## src/rtl/stat_graph_render_pkg.sv

```systemverilog
// Shared constants, channel colours and helpers for the multi-channel statistics graph.
package stat_graph_render_pkg;

  localparam int unsigned STAT_MAX_CHANNELS = 4;
  localparam int unsigned SCREEN_WIDTH      = 1024;
  localparam int unsigned SCREEN_HEIGHT     = 768;
  localparam int unsigned SCALE_W           = 5;

  typedef logic [11:0] stat_color_t;

  localparam stat_color_t AXIS_COLOR = 12'hFFF;
  localparam stat_color_t STAT_COLORS [STAT_MAX_CHANNELS] =
    '{12'h0F0, 12'hF00, 12'h00F, 12'hFF0};

  // Smallest r with 2**r >= v; zero and one both map to 0.
  function automatic logic [SCALE_W:0] ceil_log2(input logic [31:0] v);
    logic [SCALE_W:0] r;
    r = '0;
    for (int unsigned i = 0; i < 32; i++) begin
      if (v > (32'd1 << i)) r = (SCALE_W + 1)'(i + 1);
    end
    return r;
  endfunction

endpackage

```

## src/rtl/stat_graph_render_if.sv

```systemverilog
// Raster, event and pixel signals between the render pipeline and the statistics graph.
interface stat_graph_render_if #(
  parameter int unsigned CHANNELS = 2
);
  logic [10:0]         hcount_in;
  logic [9:0]          vcount_in;
  logic [CHANNELS-1:0] inc_in;
  logic                frame_end_in;
  logic                clear_in;
  logic [11:0]         pix_out;
  logic [4:0]          scale_out;

  modport master (
    output hcount_in, vcount_in, inc_in, frame_end_in, clear_in,
    input  pix_out, scale_out
  );

  modport slave (
    input  hcount_in, vcount_in, inc_in, frame_end_in, clear_in,
    output pix_out, scale_out
  );
endinterface

```

## src/rtl/stat_graph_render_history.sv

```systemverilog
// Per-channel saturating accumulator with a ring buffer of committed samples.
module stat_history #(
  parameter int unsigned TALLY_W     = 16,
  parameter int unsigned HISTORY_LEN = 25,
  parameter int unsigned PTR_W       = 5
) (
  input  logic               clk_i,
  input  logic               rst_n_i,
  input  logic               clear_i,
  input  logic               acc_en_i,
  input  logic               inc_i,
  input  logic               commit_i,
  input  logic [PTR_W-1:0]   wr_ptr_i,
  input  logic [PTR_W-1:0]   rd_slot_i,
  output logic [TALLY_W-1:0] rd_data_o,
  output logic [TALLY_W-1:0] commit_val_o
);

  logic [TALLY_W-1:0] acc_q, acc_d;
  logic [TALLY_W-1:0] acc_sat;
  logic [TALLY_W:0]   sum;
  logic [TALLY_W-1:0] hist_q [HISTORY_LEN];

  always_comb begin
    sum     = {1'b0, acc_q} + {{TALLY_W{1'b0}}, inc_i};
    acc_sat = sum[TALLY_W] ? '1 : sum[TALLY_W-1:0];
    acc_d   = acc_q;
    if (commit_i)      acc_d = '0;
    else if (acc_en_i) acc_d = acc_sat;
  end

  always_ff @(posedge clk_i or negedge rst_n_i) begin
    if (!rst_n_i) begin
      acc_q <= '0;
      for (int unsigned i = 0; i < HISTORY_LEN; i++) hist_q[i] <= '0;
    end else if (clear_i) begin
      acc_q <= '0;
      for (int unsigned i = 0; i < HISTORY_LEN; i++) hist_q[i] <= '0;
    end else begin
      acc_q <= acc_d;
      if (commit_i) hist_q[wr_ptr_i] <= acc_sat;
    end
  end

  assign commit_val_o = acc_sat;
  assign rd_data_o    = hist_q[rd_slot_i];

endmodule

```

## src/rtl/stat_graph_render.sv

```systemverilog
// Multi-channel statistics graph: frame divider, ring pointers, auto-scale and pixel compositor.
// Define STAT_GRAPH_FILL_EN to fill each trace column down to the axis instead of plotting points.
module stat_graph_render
  import stat_graph_render_pkg::*;
#(
  parameter int unsigned CHANNELS       = 2,
  parameter int unsigned HISTORY_LEN    = 25,
  parameter int unsigned SAMPLE_PIX     = 8,
  parameter int unsigned GRAPH_HEIGHT   = 200,
  parameter int unsigned GRAPH_ORIGIN_X = 800,
  parameter int unsigned GRAPH_ORIGIN_Y = 32,
  parameter int unsigned TALLY_W        = 16,
  parameter int unsigned LOG_FRAME_DIV  = 5
) (
  input logic                clk_130mhz,
  input logic                rst_n_in,
  stat_graph_render_if.slave gfx
);

  localparam int unsigned GRAPH_WIDTH = HISTORY_LEN * SAMPLE_PIX;
  localparam int unsigned X_END       = GRAPH_ORIGIN_X + GRAPH_WIDTH;
  localparam int unsigned Y_END       = GRAPH_ORIGIN_Y + GRAPH_HEIGHT;
  localparam int unsigned PTR_W       = (HISTORY_LEN > 1) ? $clog2(HISTORY_LEN) : 1;
  localparam int unsigned FILL_W      = $clog2(HISTORY_LEN + 1);
  localparam int unsigned FC_W        = (LOG_FRAME_DIV > 0) ? LOG_FRAME_DIV : 1;
  localparam int unsigned MUL_W       = TALLY_W + 8;

  logic [FC_W-1:0]    frame_cnt_q, frame_cnt_d;
  logic [PTR_W-1:0]   wr_ptr_q, wr_ptr_d;
  logic [FILL_W-1:0]  fill_q, fill_d;
  logic [SCALE_W-1:0] k_q, k_d, k_commit;
  logic [11:0]        pix_q, pix_d;

  logic               sample_phase, commit;
  logic [TALLY_W-1:0] vmax;
  logic [TALLY_W-1:0] rd_data    [CHANNELS];
  logic [TALLY_W-1:0] commit_val [CHANNELS];
  logic [31:0]        trace_row  [CHANNELS];
  logic [CHANNELS-1:0] trace_hit;

  logic [31:0]        hc, vc, idx, slot;
  logic               in_x, in_y, col_valid, axis_hit, hit_found;
  logic [PTR_W-1:0]   rd_slot;

  assign sample_phase = (frame_cnt_q == '0);
  assign commit       = gfx.frame_end_in && sample_phase && !gfx.clear_in;

  for (genvar c = 0; c < CHANNELS; c++) begin : g_ch
    logic [MUL_W-1:0] prod, scaled;

    stat_history #(
      .TALLY_W    (TALLY_W),
      .HISTORY_LEN(HISTORY_LEN),
      .PTR_W      (PTR_W)
    ) u_hist (
      .clk_i       (clk_130mhz),
      .rst_n_i     (rst_n_in),
      .clear_i     (gfx.clear_in),
      .acc_en_i    (sample_phase),
      .inc_i       (gfx.inc_in[c]),
      .commit_i    (commit),
      .wr_ptr_i    (wr_ptr_q),
      .rd_slot_i   (rd_slot),
      .rd_data_o   (rd_data[c]),
      .commit_val_o(commit_val[c])
    );

    assign prod         = MUL_W'(rd_data[c]) * MUL_W'(GRAPH_HEIGHT);
    assign scaled       = prod >> k_q;
    assign trace_row[c] = Y_END - ((scaled > MUL_W'(GRAPH_HEIGHT)) ? GRAPH_HEIGHT : 32'(scaled));
`ifdef STAT_GRAPH_FILL_EN
    assign trace_hit[c] = (vc >= trace_row[c]);
`else
    assign trace_hit[c] = (vc == trace_row[c]);
`endif
  end

  always_comb begin
    vmax = '0;
    for (int unsigned c = 0; c < CHANNELS; c++) begin
      if (commit_val[c] > vmax) vmax = commit_val[c];
    end
    k_commit = SCALE_W'(ceil_log2(32'(vmax)));

    frame_cnt_d = frame_cnt_q;
    wr_ptr_d    = wr_ptr_q;
    fill_d      = fill_q;
    k_d         = k_q;
    if (gfx.frame_end_in) begin
      frame_cnt_d = (LOG_FRAME_DIV == 0) ? '0 : frame_cnt_q + FC_W'(1);
    end
    if (commit) begin
      wr_ptr_d = (wr_ptr_q == PTR_W'(HISTORY_LEN - 1)) ? '0 : wr_ptr_q + PTR_W'(1);
      if (fill_q != FILL_W'(HISTORY_LEN)) fill_d = fill_q + FILL_W'(1);
      if (k_commit > k_q) k_d = k_commit;
    end
  end

  // Oldest sample sits at display index 0; idx < fill keeps the slot sum below 2*HISTORY_LEN.
  always_comb begin
    hc        = 32'(gfx.hcount_in);
    vc        = 32'(gfx.vcount_in);
    in_x      = (hc > GRAPH_ORIGIN_X) && (hc < X_END);
    in_y      = (vc > GRAPH_ORIGIN_Y) && (vc < Y_END);
    idx       = (hc - GRAPH_ORIGIN_X) / SAMPLE_PIX;
    col_valid = in_x && in_y && (idx < 32'(fill_q));
    slot      = 32'(wr_ptr_q) + HISTORY_LEN - 32'(fill_q) + idx;
    if (slot >= HISTORY_LEN) slot = slot - HISTORY_LEN;
    rd_slot   = col_valid ? PTR_W'(slot) : '0;
    axis_hit  = ((vc == Y_END) && in_x) || ((hc == GRAPH_ORIGIN_X) && in_y);
  end

  always_comb begin
    pix_d     = '0;
    hit_found = 1'b0;
    if (axis_hit) begin
      pix_d = AXIS_COLOR;
    end else if (col_valid) begin
      for (int unsigned c = 0; c < CHANNELS; c++) begin
        if (!hit_found && trace_hit[c]) begin
          pix_d     = STAT_COLORS[c];
          hit_found = 1'b1;
        end
      end
    end
  end

  always_ff @(posedge clk_130mhz or negedge rst_n_in) begin
    if (!rst_n_in) begin
      frame_cnt_q <= '0;
      wr_ptr_q    <= '0;
      fill_q      <= '0;
      k_q         <= '0;
      pix_q       <= '0;
    end else if (gfx.clear_in) begin
      frame_cnt_q <= '0;
      wr_ptr_q    <= '0;
      fill_q      <= '0;
      k_q         <= '0;
      pix_q       <= '0;
    end else begin
      frame_cnt_q <= frame_cnt_d;
      wr_ptr_q    <= wr_ptr_d;
      fill_q      <= fill_d;
      k_q         <= k_d;
      pix_q       <= pix_d;
    end
  end

  assign gfx.pix_out   = pix_q;
  assign gfx.scale_out = k_q;

endmodule

```

## src/flat_wrapper.sv

```systemverilog
// flat-port wrapper written by rule: the top's interface ports become plain ports
module stat_graph_render_flat import stat_graph_render_pkg::*;
#(
  parameter int unsigned CHANNELS       = 2,
  parameter int unsigned HISTORY_LEN    = 25,
  parameter int unsigned SAMPLE_PIX     = 8,
  parameter int unsigned GRAPH_HEIGHT   = 200,
  parameter int unsigned GRAPH_ORIGIN_X = 800,
  parameter int unsigned GRAPH_ORIGIN_Y = 32,
  parameter int unsigned TALLY_W        = 16,
  parameter int unsigned LOG_FRAME_DIV  = 5
)
  (clk_130mhz, rst_n_in, gfx_hcount_in, gfx_vcount_in, gfx_inc_in, gfx_frame_end_in, gfx_clear_in, gfx_pix_out, gfx_scale_out);
  stat_graph_render_if #(.CHANNELS(CHANNELS)) gfx_i ();
  input logic clk_130mhz;
  input logic rst_n_in;
  input wire logic [$bits(gfx_i.hcount_in)-1:0] gfx_hcount_in;
  input wire logic [$bits(gfx_i.vcount_in)-1:0] gfx_vcount_in;
  input wire logic [$bits(gfx_i.inc_in)-1:0] gfx_inc_in;
  input wire logic [$bits(gfx_i.frame_end_in)-1:0] gfx_frame_end_in;
  input wire logic [$bits(gfx_i.clear_in)-1:0] gfx_clear_in;
  output wire logic [$bits(gfx_i.pix_out)-1:0] gfx_pix_out;
  output wire logic [$bits(gfx_i.scale_out)-1:0] gfx_scale_out;
  assign gfx_i.hcount_in = gfx_hcount_in;
  assign gfx_i.vcount_in = gfx_vcount_in;
  assign gfx_i.inc_in = gfx_inc_in;
  assign gfx_i.frame_end_in = gfx_frame_end_in;
  assign gfx_i.clear_in = gfx_clear_in;
  assign gfx_pix_out = gfx_i.pix_out;
  assign gfx_scale_out = gfx_i.scale_out;
  stat_graph_render #(.CHANNELS(CHANNELS), .HISTORY_LEN(HISTORY_LEN), .SAMPLE_PIX(SAMPLE_PIX), .GRAPH_HEIGHT(GRAPH_HEIGHT), .GRAPH_ORIGIN_X(GRAPH_ORIGIN_X), .GRAPH_ORIGIN_Y(GRAPH_ORIGIN_Y), .TALLY_W(TALLY_W), .LOG_FRAME_DIV(LOG_FRAME_DIV)) u_core (.clk_130mhz(clk_130mhz), .rst_n_in(rst_n_in), .gfx(gfx_i));
endmodule
```

## config.mk

```make
export PLATFORM = sky130hd
export DESIGN_NAME = stat_graph_render_flat
export DESIGN_NICKNAME = d
export VERILOG_FILES = /design/src/rtl/stat_graph_render_pkg.sv /design/src/rtl/stat_graph_render_if.sv /design/src/rtl/stat_graph_render_history.sv /design/src/rtl/stat_graph_render.sv /design/src/flat_wrapper.sv
export SDC_FILE = /design/constraint.sdc
export NUM_CORES = 2
export LEC_CHECK = 0
export BUFFER_PORTS_ARGS = -buffer_cell sky130_fd_sc_hd__clkbuf_2
export CELL_PAD_IN_SITES_DETAIL_PLACEMENT = 0
export CELL_PAD_IN_SITES_GLOBAL_PLACEMENT = 2
export CORE_MARGIN = 5
export CORE_UTILIZATION = 43
export DETAILED_ROUTE_END_ITERATION = 10
export GPL_TIMING_DRIVEN = 0
export PLACE_DENSITY_LB_ADDON = 0.15
export SYNTH_ARGS = -nofsm -noshare
export SYNTH_HDL_FRONTEND = slang
export SYNTH_HIERARCHICAL = 1
export SYNTH_SLANG_ARGS = --single-unit
export TNS_END_PERCENT = 20
```

## constraint.sdc

```tcl
create_clock -name clk_130mhz -period 13.95 [get_ports clk_130mhz]
set_input_delay 0.6975 -clock clk_130mhz [delete_from_list [all_inputs] [get_ports clk_130mhz]]
set_output_delay 0.6975 -clock clk_130mhz [all_outputs]
set_load 0.01 [all_outputs]
```

### After elaboration in Yosys (flattened, before gate mapping)

Index checks and enable logic that the tools add are counted.

* reductions and logical operators: 21
* equality and inequality tests: 6
* magnitude comparators: 31
* shift operators: 2
* bitwise logic cells: 2
* multiplexer cells: 64
* add/sub/neg operators: 12
* multipliers: 2

Operator list (count)
* 400-bit 2-to-1 mux: 4
* 400-bit bitwise mux: 2
* 16-bit 2-to-1 mux: 15
* 16-bit binary-select mux with 5-bit select: 2
* 16-bit demux with 5-bit select: 1
* 5-bit 2-to-1 mux: 15
* 10-bit by 32-bit equality test with 1-bit output: 2
* 8-bit by 32-bit subtractor with 32-bit output, first input constant: 2
* 24-bit by 8-bit > comparator with 1-bit output, second input constant: 2
* 12-bit 2-to-1 mux: 4
* 24-bit 2-to-1 mux: 2
* 24-bit by 5-bit right shift with 24-bit output: 2
* 16-bit by 5-bit multiplier with 21-bit output, second input constant: 2
* 16-bit by 1-bit adder with 17-bit output: 2
* 32-bit by 29-bit adder with 32-bit output: 1
* 32-bit by 5-bit >= comparator with 1-bit output, second input constant: 1
* 16-bit by 1-bit > comparator with 1-bit output, second input constant: 2
* 16-bit by 32-bit > comparator with 1-bit output, second input constant: 1
* 4-bit 2-to-1 mux: 8
* 32-bit by 5-bit subtractor with 32-bit output: 1
* 29-bit by 5-bit < comparator with 1-bit output: 1
* 16-bit by 10-bit > comparator with 1-bit output, second input constant: 1
* 16-bit by 11-bit > comparator with 1-bit output, second input constant: 1
* 16-bit by 12-bit > comparator with 1-bit output, second input constant: 1
* 40 further kinds: 65

* output and inout port bits: 17
* input bits: 27
* register bits: 864
* word-level logic and storage cells: 197

### Longest topological paths before layout

* depth after elaboration: 28
* mapped depth: 59
* depth with buffers taken out: 56

### Modules after synthesis

The synthesis kept the hierarchy.

By module, submodules not included
* stat_history at u_core.g_ch[1].u_hist: seq. area each 10410.0 um^2, cells an instance 1815, instances 1, area each 19889.1 um^2
* stat_history at u_core.g_ch[0].u_hist: seq. area each 10410.0 um^2, cells an instance 1674, instances 1, area each 19597.5 um^2
* stat_graph_render: seq. area each 575.6 um^2, cells an instance 1450, instances 1, area each 10649.0 um^2

### Worst setup path after synthesis

Ideal clock, no wire load.

* path kind: reg2reg
* start: register u_core.wr_ptr_q[2]
* end: register u_core.pix_q[10], in the netlist u_core/gfx.pix_out[10]
* clock period less this slack: 12.693 ns
* slack: 1.257 ns
* buffers on the path: 5
* stages on the path, launching flop included: 51
* data required time: 13.816 ns
* library setup time: 0.134 ns
* arrival: 12.560 ns
* path through: dfrtp_1 ha_1 ha_1 a21o_1 a21oi_1 nand2b_1 nand3b_1 inv_1 ha_1 a21o_1 a21o_1 a21o_1 fa_1 nand4b_1 nor4_1 nand4_1 nor3_1 o2111ai_1 (+15 left out) or3_1 o21ba_1 or2_2 a221o_1 o41a_1 o311a_1 nor3b_2 and2_1 buf_6 nand2_1 ha_1 xnor2_1 or4b_2 o21ai_0 a32oi_1 o32a_1 nor3_1 o41ai_2

RTL lines
* start, declared: line stat_graph_render.sv:29 `logic [PTR_W-1:0] wr_ptr_q, wr_ptr_d;`
* start signal, assigned: line stat_graph_render.sv:143 `wr_ptr_q <= wr_ptr_d;`
* end signal, assigned: line stat_graph_render.sv:146 `pix_q <= pix_d;`
* end, declared: line stat_graph_render.sv:32 `logic [11:0] pix_q, pix_d;`

==> impl_metrics.toml <==
[logic_synthesis]
yosysTopAreaCell = "dfrtp_1"
synthSimpleGateAreaFrac = 0.145
async_flop_share = 1.00
synth_compound_area_frac = 0.218
synth_fp_nets = 5166
synthAdderAreaFrac = 0.0549
ys_types = 116
synthMuxAreaShare = 0.101
ys_ff_latch = 855
synth_top_family_by_area = "compound AO/OA/AOI/OAI gates"
yosys-top-cells-area = "dfrtp_1 (43%), mux4_2 (7.4%), nand2_1 (4.8%), o21ai_0 (4.7%), a22o_1 (4.4%)"
synth_cells = 4939
synth-edff-count = 0
avgSynthCellArea_um2 = 10.2
ys_seq_area_frac = 0.427
synth_top_area_share = 0.427
synth_xor_area_frac = 0.0102
synth_warnings = 6
synthesis.area_um2 = 50100
dominantRegCellSynth = "dfrtp_1"

[clocking]
htree_levels = 3
clockBufferDepth = 3
clock_sinks = 855
insertion_delay_ps = 700
cts_tree = "built"
numCtsBuffers = 96
cts-root-buf = "clkbuf_16"
clkTransAtPathRegs_ps = 60
cts_hold_repair.buffers = 0

[status]
status = "finished, violations left"
violations = "capacitance limit, slew limit"

[worst_setup_path]
endpoint = "u_core/gfx.pix_out[10]"
rrSetupSlack_ps = 460
crit_cells = 53
max_stage_delay_ps = 590
critPathKind = "reg2reg"
worst_setup_path_start_kind = "flop"
ff2ff_path_depth = 53
critPathCaptureType = "flop"
worstPathArrival_ps = 14040
path_max_fanout = 10
critPathRequiredTime_ps = 14500
reg2reg_from = "u_core/fill_q[1]"
cp_top_family = "compound AO/OA/AOI/OAI gates"
crit_start = "u_core/fill_q[1]"
cpMaxStageDelayCell = "or4b_2"
crit_buf_inv = 6
cpMostUsedCell = "ha_1"
rr_endpoint = "u_core/gfx.pix_out[10]"

[route]
detail_route.wl_per_cell_um = 29.7
dr_total_vias = 43780
viasPerCell = 6.49
wirelength_mm = 200
ant_nets = 0
first_pass_iters = 5
drc = 0
drt_iter0_drc = 4886

[sta]
hold_viol_final = 0
drv_slew = 1
skew_ps = 40.9
period_needed_ps = 13490
finalSetupViolCount = 0
max_freq_ghz = 0.0741
tightest_slew_ps = 1490
min_period_over_period = 0.967
setup_ws_ps = 462
slew-limit-headroom = -0.0227

[global_route]
grt_antenna_before_repair = 6
grt_usage = 0.319
grt_max_degree = 104
grt_overflow_total = 0
grt_first_pass_wirelength_mm = 295
grt_pass1_vias = 42685

[layout]
drive_gt1_frac = 0.186
area_growth_pct = 16.0
final_nets = 5367

[floorplanning]
die-area_um2 = 124000
floorplan.initialDensity = 0.432
die_x_um = 351
io_pins = 44
rows = 125
dieHeight_um = 351
core_um2 = 116000

[job]
maxCapViolCount = 1

[placement]
port_buffers = 40
hpwlAfterDp_mm = 145
place_congestion = 0.920
dp_slack_ps = -3570

[power_and_ir_drop]
powerDensity_nw_per_um2 = 116
peakVddDrop_mv = 0.0999
fin_total_pwr_uw = 6760
p_leak_uw = 0.0250

[hold_path]
hold_path_class = "in2async"
## per-layer routing
metal  wire, um  share of wire  vias up  track usage
met1      88200           0.44    22371        0.465
met5          0              0        -            0
met3      18000          0.090      372       0.0713
met2      86000           0.43     2010        0.468
li1           -              -    19027            -
met4       8190          0.041        0        0.118
## metrics by stage
stage	util	hold slack [ps]	area (um^2)	cells	TNS (ps)
final	0.501	85.7	58100	6744	0
after global routing	0.501	159	58100	6743	-13.0
after CTS	0.491	101	57000	6722	0
after detailed placement	0.454	462	52700	6521	-6990
after global placement	0.450	455	52200	6503	-8013840
after floorplan	-	402	50100	4939	0
## final cells by class
type | count | area, um^2
Fill cell | 10832 | 57900
Multi-Input combinational cell | 3578 | 27800
Sequential cell | 855 | 21400
Clock buffer | 131 | 2790
Buffer | 399 | 2210
Tap cell | 1524 | 1910
Timing Repair Buffer | 110 | 1020
Clock inverter | 46 | 636
Inverter | 100 | 375
Antenna cell | 1 | 2.50
## state kept, by name (all words and copies together), names as in the netlist
name,cells
u_core/g_ch.u_hist/hist_q,800
u_core/wr_ptr_q,5
u_core/gfx.pix_out,3
u_core/gfx.scale_out,5
u_core/frame_cnt_q,5
u_core/g_ch.u_hist/acc_q,32
u_core/fill_q,5
## where the power goes
group	switching [uW]	total, uW	internal [uW]
registers	20.1	2510	2490
clock network	1120	2760	1640
logic	999	1490	489
total	2140	6760	4620
## how the worst min path moves through the flow
stage	from	endpoint	depth (start not counted)
floorplan	rst_n_in	u_core/fill_q[0]	0
global placement	u_core/g_ch[1].u_hist/hist_q[57]	u_core/g_ch[1].u_hist/hist_q[57]	2
detailed placement	u_core/g_ch[1].u_hist/hist_q[62]	u_core/g_ch[1].u_hist/hist_q[62]	2
CTS	rst_n_in	u_core/g_ch[1].u_hist/hist_q[167]	1
global route	rst_n_in	u_core/g_ch[1].u_hist/hist_q[167]	1
finish	rst_n_in	u_core/g_ch[1].u_hist/hist_q[167]	1
## cell usage after synthesis, types with 101 or more instances
library cell  number
clkbuf_1         236
mux4_2           164
o21ai_0          474
a21oi_1          167
ha_1             167
a32o_1           101
buf_2            102
a22o_1           252
dfrtp_1          855
nand3_1          180
nand2_1          639
nor2_1           203
## logic make-up (layout without fill, tap and decap cells)
family	count (synthesis)	in the layout
simple gates	1473	1473
flops	855	855
other cells	0	1
mux	293	293
buf+inv	506	786
compound gates	1555	1555
fa+ha+maj	200	200
xor+xnor	57	57
## placed cells by master, fill, tap and decap left out, types with 36 or more instances in the layout
| master | n |
|---|---|
| dfrtp_1 | 848 |
| nand2_1 | 636 |
| o21ai_0 | 468 |
| a22o_1 | 252 |
| clkbuf_1 | 198 |
| nor2_1 | 195 |
| nand3_1 | 180 |
| mux4_2 | 164 |
| ha_1 | 161 |
| a21oi_1 | 149 |
| a32o_1 | 101 |
| inv_1 | 98 |
| clkbuf_16 | 97 |
| buf_2 | 94 |
| buf_4 | 76 |
| clkbuf_2 | 64 |
| nor3_1 | 64 |
| mux2i_1 | 57 |
| a32oi_1 | 55 |
| nor2b_1 | 50 |
| o22ai_1 | 50 |
| mux2_2 | 49 |
| or3_1 | 45 |
| o211ai_1 | 42 |
| a211oi_1 | 36 |
## what timing repair did
item | in CTS | in global routing
pin swaps | 26 | 30
endpoints found under the hold margin | 0 | 0
setup buffers | 26 | 26
setup endpoints to repair | 2 | 2
resized for setup | 174 | 224
Power figures use the tool's default switching activity.
